[config.mk]
export PLATFORM = sky130hd
export DESIGN_NAME = tail_light_seq_param
export DESIGN_NICKNAME = d
export VERILOG_FILES = /design/src/rtl/tl_pkg.sv /design/src/rtl/tl_tick_gen.sv /design/src/rtl/tail_light_seq_param.sv
export SDC_FILE = /design/constraint.sdc
export NUM_CORES = 1
export LEC_CHECK = 0
export CORE_MARGIN = 5
export CORE_UTILIZATION = 45
export DETAILED_ROUTE_END_ITERATION = 10
export PLACE_DENSITY = 0.76
export SLEW_MARGIN = 20
export SYNTH_ARGS = -nofsm -noshare
export SYNTH_HDL_FRONTEND = slang
export SYNTH_SLANG_ARGS = --single-unit
[constraint.sdc]
create_clock -name clka -period 2.6 [get_ports clka]
set_input_delay 0.39 -clock clka [delete_from_list [all_inputs] [get_ports clka]]
set_output_delay 0.39 -clock clka [all_outputs]
set_load 0.01 [all_outputs]
[src/rtl/tl_pkg.sv]
// ---------------------------------------------------------------------------
// tl_pkg
// Shared definitions for the parametrised tail-light sequencer:
//   - tl_state_e : controller state encoding
//   - sweep()    : lamp mask with the innermost k lamps lit
// ---------------------------------------------------------------------------
package tl_pkg;

    // Widest lamp bank the sweep helper can describe.
    localparam int unsigned TL_MAX_LAMPS = 32;

    typedef enum logic [2:0] {
        IDLE    = 3'd0,
        LEFT    = 3'd1,
        RIGHT   = 3'd2,
        HAZ_ON  = 3'd3,
        HAZ_OFF = 3'd4,
        ERR     = 3'd5
    } tl_state_e;

    // Lamps [k-1:0] on, clipped to the bank size; k = 0 gives all off.
    function automatic logic [TL_MAX_LAMPS-1:0] sweep(input int unsigned k,
                                                      input int unsigned lamps);
        logic [TL_MAX_LAMPS-1:0] mask;
        mask = '0;
        for (int unsigned i = 0; i < TL_MAX_LAMPS; i++) begin
            mask[i] = (i < k) && (i < lamps);
        end
        return mask;
    endfunction

endpackage

[src/rtl/tl_tick_gen.sv]
// ---------------------------------------------------------------------------
// tl_tick_gen
// Free-running divider that produces a one-cycle step strobe every TICK_DIV
// clock cycles. With TICK_DIV = 1 the strobe is permanently high.
// Ports:
//   clka    in  clock, rising edge
//   restart in  synchronous active-high reset, counter back to 0
//   tick    out high while the counter sits at TICK_DIV-1
// ---------------------------------------------------------------------------
module tl_tick_gen #(
    parameter int unsigned TICK_DIV = 1
) (
    input  logic clka,
    input  logic restart,
    output logic tick
);

    localparam int unsigned     CNT_W    = (TICK_DIV > 1) ? $clog2(TICK_DIV) : 1;
    localparam logic [CNT_W-1:0] CNT_LAST = CNT_W'(TICK_DIV - 1);

    logic [CNT_W-1:0] cnt_q;
    logic [CNT_W-1:0] cnt_d;

    // Next count: wrap at the last value, otherwise increment.
    always_comb begin
        cnt_d = cnt_q;
        if (cnt_q == CNT_LAST) begin
            cnt_d = '0;
        end else begin
            cnt_d = cnt_q + CNT_W'(1);
        end
    end

    // Counter register with synchronous restart.
    always_ff @(posedge clka) begin
        if (restart) begin
            cnt_q <= '0;
        end else begin
            cnt_q <= cnt_d;
        end
    end

    assign tick = (cnt_q == CNT_LAST);

endmodule

[src/rtl/tail_light_seq_param.sv]
// ---------------------------------------------------------------------------
// tail_light_seq_param
// Parametrised tail-light controller: sequential turn sweeps, brake overlay,
// hazard flash and a sticky left+right conflict error. All outputs come
// straight from registers that hold the lamp image of the post-edge state.
// Ports:
//   clka    in  clock, rising edge
//   restart in  synchronous active-high reset
//   brake   in  brake pedal
//   left    in  left turn request
//   right   in  right turn request
//   hazard  in  hazard switch (ignored when HAZ_EN = 0)
//   l       out left lamp bank, bit 0 innermost
//   r       out right lamp bank, bit 0 innermost
//   error   out sticky conflict flag, cleared only by restart
// ---------------------------------------------------------------------------
module tail_light_seq_param
    import tl_pkg::*;
#(
    parameter int unsigned LAMPS    = 3,
    parameter int unsigned TICK_DIV = 1,
    parameter bit          HAZ_EN   = 1'b1
) (
    input  logic             clka,
    input  logic             restart,
    input  logic             brake,
    input  logic             left,
    input  logic             right,
    input  logic             hazard,
    output logic [LAMPS-1:0] l,
    output logic [LAMPS-1:0] r,
    output logic             error
);

    localparam int unsigned       STEP_W   = $clog2(LAMPS + 1);
    localparam logic [STEP_W-1:0] STEP_MAX = STEP_W'(LAMPS);
    localparam logic [LAMPS-1:0]  ALL_ON   = {LAMPS{1'b1}};

    tl_state_e state_q, state_d;
    logic [STEP_W-1:0] step_q, step_d;
    logic [LAMPS-1:0]  l_q, l_d, r_q, r_d;
    logic              error_q, error_d;

    logic                    tick_s;
    logic                    haz_s;
    logic                    conflict_s;
    logic [STEP_W-1:0]       step_inc_s;
    logic [TL_MAX_LAMPS-1:0] sweep_s;
    logic [LAMPS-1:0]        brake_mask_s;

    tl_tick_gen #(
        .TICK_DIV (TICK_DIV)
    ) u_tick (
        .clka    (clka),
        .restart (restart),
        .tick    (tick_s)
    );

    assign haz_s        = hazard & HAZ_EN;
    // A hazard request legitimately overrides simultaneous turn requests.
    assign conflict_s   = left & right & ~haz_s;
    assign step_inc_s   = (step_q == STEP_MAX) ? '0 : (step_q + STEP_W'(1));
    assign brake_mask_s = brake ? ALL_ON : '0;

    // Next state and step: ERR is absorbing, conflict bypasses the tick.
    always_comb begin
        state_d = state_q;
        step_d  = step_q;
        if (state_q == ERR) begin
            state_d = ERR;
        end else if (conflict_s) begin
            state_d = ERR;
        end else if (tick_s) begin
            if (haz_s) begin
                step_d = '0;
                if (state_q == HAZ_ON) begin
                    state_d = HAZ_OFF;
                end else begin
                    state_d = HAZ_ON;
                end
            end else if (left) begin
                state_d = LEFT;
                if (state_q == LEFT) begin
                    step_d = step_inc_s;
                end else begin
                    step_d = STEP_W'(1);
                end
            end else if (right) begin
                state_d = RIGHT;
                if (state_q == RIGHT) begin
                    step_d = step_inc_s;
                end else begin
                    step_d = STEP_W'(1);
                end
            end else begin
                state_d = IDLE;
                step_d  = '0;
            end
        end else begin
            state_d = state_q;
        end
    end

    // Lamp image of the post-edge state, so outputs lag inputs by one edge.
    always_comb begin
        sweep_s = sweep(32'(step_d), LAMPS);
        l_d     = brake_mask_s;
        r_d     = brake_mask_s;
        error_d = 1'b0;
        case (state_d)
            IDLE: begin
                l_d = brake_mask_s;
                r_d = brake_mask_s;
            end
            LEFT: begin
                l_d = sweep_s[LAMPS-1:0];
                r_d = brake_mask_s;
            end
            RIGHT: begin
                l_d = brake_mask_s;
                r_d = sweep_s[LAMPS-1:0];
            end
            HAZ_ON: begin
                l_d = ALL_ON;
                r_d = ALL_ON;
            end
            HAZ_OFF: begin
                l_d = brake_mask_s;
                r_d = brake_mask_s;
            end
            ERR: begin
                // Fail-safe: everything lit.
                l_d     = ALL_ON;
                r_d     = ALL_ON;
                error_d = 1'b1;
            end
            default: begin
                l_d     = ALL_ON;
                r_d     = ALL_ON;
                error_d = 1'b1;
            end
        endcase
    end

    // State, step and output registers with synchronous restart.
    always_ff @(posedge clka) begin
        if (restart) begin
            state_q <= IDLE;
            step_q  <= '0;
            l_q     <= '0;
            r_q     <= '0;
            error_q <= 1'b0;
        end else begin
            state_q <= state_d;
            step_q  <= step_d;
            l_q     <= l_d;
            r_q     <= r_d;
            error_q <= error_d;
        end
    end

    assign l     = l_q;
    assign r     = r_q;
    assign error = error_q;

endmodule

# Word-level counts from Yosys, hierarchy flattened
# Index checks and enable logic that the tools add are counted.
[word_totals]
register_bits = 13
input_bits = 6
output_inout_bits = 7
word_cells = 49
[op_classes]
eq_ne = 9
order_cmp = 3
bitwise_logic = 4
add_sub_neg = 2
muxes = 20
reduce_logical = 5
[ops]
columns = ["cell", "n"]
rows = [
  ["$mux W2", 11],
  ["$mux W3", 6],
  ["$eq A3 B2 Y1 const B", 4],
  ["$pmux W3 S2", 2],
  ["$eq A3 B1 Y1 const B", 2],
  ["$eq A3 B3 Y1 const B", 2],
  ["$reduce_or A3 Y1", 2],
  ["$reduce_or A5 Y1", 1],
  ["$lt A1 B2 Y1 const A", 2],
  ["$logic_not A3 Y1", 1],
  ["$add A2 B1 Y2 const B", 1],
  ["$and A1 B1 Y1", 2],
  ["$eq A2 B2 Y1 const B", 1],
  ["$lt A2 B2 Y1 const A", 1],
  ["$not A1 Y1", 2],
  ["$reduce_or A2 Y1", 1],
  ["$add A1 B1 Y1 const B", 1],
  ["$mux W1", 1],
]

# Logic depth before layout (Yosys ltp)
[depth]
ltp_word = 11
mapped_depth = 7
ltp_nobuf = 6

# By module
# A second synthesis with hierarchy kept.
[hier_totals]
cells_unflattened = 78
hier_area_um2 = 694.4
[by_module_without_submodules]
columns = ["mod", "area_each_um2", "cells_each", "instances"]
rows = [
  ["tail_light_seq_param", 666.9, 75, 1],
  ["tl_tick_gen", 27.5, 3, 1],
]

# Least setup slack after synthesis
# OpenSTA, ideal clock, no wires.
[synth_timing]
kind = "flip-flop to flip-flop"
start = "register state_q[2]"
end = "register l_q[2] (netlist: l[2])"
arrival_time_ps = 1466
setup_time_ps = 123
n_path_buf = 2
slack_ps = 1011
period_less_slack_ps = 1589
stages_incl_launch_ff = 8
cell_sequence = "dfxtp_1 > buf_4 > and3b_2 > or2_1 > buf_4 > and3b_1 > a221o_1 > o21ai_1"
[synth_via]
elab_chain_cells = 10
elab_cells_between_ends = 24
[synth_rtl]
columns = ["item", "line_no", "source"]
rows = [
  ["start, declared", "tail_light_seq_param.sv:39", "tl_state_e state_q, state_d;"],
  ["start signal, assigned", "tail_light_seq_param.sv:154", "state_q <= state_d;"],
  ["$eq A3 B2 Y1", "tail_light_seq_param.sv:90", "if (state_q == RIGHT) begin"],
  ["$mux W2", "tail_light_seq_param.sv:90", ""],
  ["$mux W2", "tail_light_seq_param.sv:88", "end else if (right) begin"],
  ["$mux W2", "tail_light_seq_param.sv:81", "end else if (left) begin"],
  ["$mux W2", "tail_light_seq_param.sv:74", "if (haz_s) begin"],
  ["$mux W2", "tail_light_seq_param.sv:73", "end else if (tick_s) begin"],
  ["$mux W2", "tail_light_seq_param.sv:71", "end else if (conflict_s) begin"],
  ["$mux W2", "tail_light_seq_param.sv:69", "if (state_q == ERR) begin"],
  ["$lt A2 B2 Y1", "tl_pkg.sv:27", "mask[i] = (i < k) && (i < lamps);"],
  ["$pmux W3 S2 (*)", "tail_light_seq_param.sv:110", "case (state_d)"],
  ["end signal, assigned", "tail_light_seq_param.sv:156", "l_q <= l_d;"],
  ["end, declared", "tail_light_seq_param.sv:41", "logic [LAMPS-1:0] l_q, l_d, r_q, r_d;"],
]
# Mark *: on every way between the ends. The rest lies on a longest branch, timed or not.
# A chain may end at the register's enable or synchronous reset.

# Worst setup path in the final report
[layout_timing]
start = "input port hazard"
end = "register l_q[2] (netlist: l[2])"
[layout_via]
elab_chain_cells = 7
elab_cells_between_ends = 17
[layout_rtl]
columns = ["item", "line_no", "source"]
rows = [
  ["start, declared", "tail_light_seq_param.sv:29", "input logic hazard,"],
  ["$mux W3 / $not A1 Y1 (equally long branches)", "tail_light_seq_param.sv:74, tail_light_seq_param.sv:61", ""],
  ["$mux W3 / $and A1 B1 Y1 (equally long branches)", "tail_light_seq_param.sv:73, tail_light_seq_param.sv:61", ""],
  ["$mux W3", "tail_light_seq_param.sv:71", ""],
  ["$mux W3", "tail_light_seq_param.sv:69", ""],
  ["$eq A3 B3 Y1 (tied with other cells)", "tail_light_seq_param.sv:110", ""],
  ["$reduce_or A3 Y1 (no line)", "n/a", ""],
  ["$pmux W3 S2 (*)", "tail_light_seq_param.sv:110", ""],
]
# Marked as above.

==> flow_summary.ini <==
[finish]
multi_input_area_um2 = 427
final_common_cell = dfxtp_1
num_antenna_cells = 0
drive_gt1_share_pct = 10.6
fill_cells = 139
final_cell_mix = dfxtp_1, clkdlybuf4s50_1, nor2_1
final_nets = 102
design_area_um2 = 872
post-route-util_pct = 57.2
seqCellArea_um2 = 260
synthToLayoutAreaGrowth_pct = 18.5

[worst_setup_path]
worstPathCellList = clkdlybuf4s50_1 -> and3b_1 -> or2_1 -> and3b_1 -> a221o_1 -> o21ai_1
crit_path_frequent_cell = and3b_1
critPathMaxStageDelay_ns = 0.54
reg2reg_depth = 5
cp_slowest_cell = clkdlybuf4s50_1
rrSetupSlack_ns = 0.80
crit_path_start_kind = primary input
end_kind = flip-flop
path_class = primary input to flip-flop
cp_data_required_time_ns = 2.81
r2r_start = u_tick.cnt_q$_SDFF_PP0_
arrival_ns = 2.20
r2r_end = r[1]$_SDFF_PP0_
critPathMaxFanout = 9

[die]
ioPinCount = 13
die_height_um = 50.4
die-area_mm2 = 0.00254
initial_core_util_pct = 48.3
coreArea_mm2 = 0.00152
die_w_um = 50.4
rows = 14

[place]
dp.final_hpwl_mm = 1.16
placed_area_um2 = 846
port_buffers = 12
globalplace.congestion = 0.838

[pwr]
power.density_mw_per_mm2 = 521
ir_worst_vdd_mv = 0.301
leakage_uw = 0.000326

[clock_tree]
clock_sinks = 13
clock-root-buffer = clkbuf_4
postCtsHoldBufs = 0
cts_resized = 0
cts.clk_slew.worst_paths_ns = 0.08
post-cts-setup-buffers = 0
insertion_delay_ns = 0.28
numCtsBuffers = 3
h-tree-depth = 1
cts_tree = built
cts_buffer_depth = 2

[grt]
grt_usage_pct = 13.1
grt_start_max_net_pins = 13
grt_pass1_vias = 563
grt_pass1_wl_mm = 2.58
antenna_found_initial = 0
grt.overflow.total = 0

[timing]
fin_crit_ns = 1.98
drv_slew = 0
max_freq_mhz = 504
skew_ns = 0.00535
period_share_pct = 76.3
relSlewSlack_pct = 66.2
hold_viol = 0
setup_viol = 0
tightest_slew_ns = 0.503
rsz0062_at_grt = false
finalSetupTns_ns = 0

[outcome]
status = complete, no violations

[route]
drtIter0Drc = 12
ant_nets = 0
vias = 635
drc_errors = 0
wl_per_cell_um = 13.6
drt_pre_antenna_iters = 4
routed_wirelength_mm = 1.50
viasPerCell = 5.77

[yosys]
ys_seq_elements = 13
ys.flop_type = dfxtp_1
synth_edf_count = 0
async_reset_ff_share_pct = 0
synth_area_per_cell_um2 = 8.97
syn_nets = 89
syn-cell-area_um2 = 736
synth_cells = 82
ys_types = 43
synth_warnings = 0
synth_seq_area_share_pct = 35.4

[min_path]
hold_start = state_q[2]$_SDFF_PP0_
holdPathEnd = state_q[2]$_SDFF_PP0_
hp-class = flip-flop to flip-flop
min_delay_path_depth = 2

[job]
maxCapViolations = 0
[cell usage after synthesis, types with 3 or more instances]
cell type / instances / share of area [%]
nand2_1: 5 / 2.6
inv_1: 3 / 1.5
mux2i_1: 3 / 4.1
o21ai_1: 4 / 2.7
buf_4: 3 / 3.1
a21oi_1: 3 / 2.0
dfxtp_1: 13 / 35
nor2_1: 7 / 3.6
[power breakdown]
group          internal, uW  switching [uW]  leakage (uW)  total [uW]
clock network          59.5            64.2     0.0000150         124
registers               216            13.5      0.000108         229
logic                  53.7            48.2      0.000203         102
total                   329             126      0.000326         455
[logic make-up after synthesis]
family                   Yosys count  synth area share (%)
AO/OA/AOI/OAI                     20                  19.7
adder cells (fa/ha/maj)            1                  1.70
buffers and inverters              8                  6.63
flip-flops                        13                  35.4
multiplexers                       4                  5.61
other                              1                 0.510
AND/OR/NAND/NOR                   35                  30.4
[flip-flops by register name, indices dropped and copies added (netlist names)]
| signal | cells |
|---|---|
| l | 3 |
| r | 3 |
| state_q | 3 |
| step_q | 2 |
| error | 1 |
| u_tick.cnt_q | 1 |
[cell type report]
class | instances | share of cell area [%]
clock buffer | 4 | 3.01
inverter | 3 | 1.29
multi-input combinational | 61 | 48.9
sequential | 13 | 29.8
tap | 16 | 2.30
timing repair buffer | 13 | 14.6
[metrics by stage]
stage | setup slack [ns] | hold WS, ns | std cells | power [uW]
2_1_floorplan | 1.01 | 0.556 | 82 | 296
3_3_place_gp | 0.354 | 0.587 | 106 | 333
3_5_place_dp | 0.355 | 0.599 | 106 | 336
4_1_cts | 0.647 | 0.617 | 110 | 458
5_1_grt | 0.536 | 0.686 | 110 | 481
6_report | 0.616 | 0.613 | 110 | 455
[how the worst max path moves through the flow]
stage	from	to	slack, ns	cells past startpoint
after global routing	hazard	l[0]$_SDFF_PP0_	0.54	6
after detailed placement	hazard	l[0]$_SDFF_PP0_	0.36	6
after global placement	hazard	l[0]$_SDFF_PP0_	0.35	6
final	hazard	l[2]$_SDFF_PP0_	0.62	6
after floorplan	state_q[2]$_SDFF_PP0_	l[2]$_SDFF_PP0_	1.01	7
after CTS	hazard	l[2]$_SDFF_PP0_	0.65	6
[per-layer routing]
metal  vias up  global-route usage, %  routed length [um]
met5         -                      0                   0
met4         0                   2.55                   0
li1        328                      -                   -
met3         0                   6.21                  83
met1       293                   16.5                 701
met2        14                   20.3                 710
[critical path: cells and delay by family]
kind	cells	cell delay (ns)
compound gates	2	0.44
buf+inv	1	0.54
simple gates	3	0.83
No activity file was read; power rests on OpenSTA's default activity.
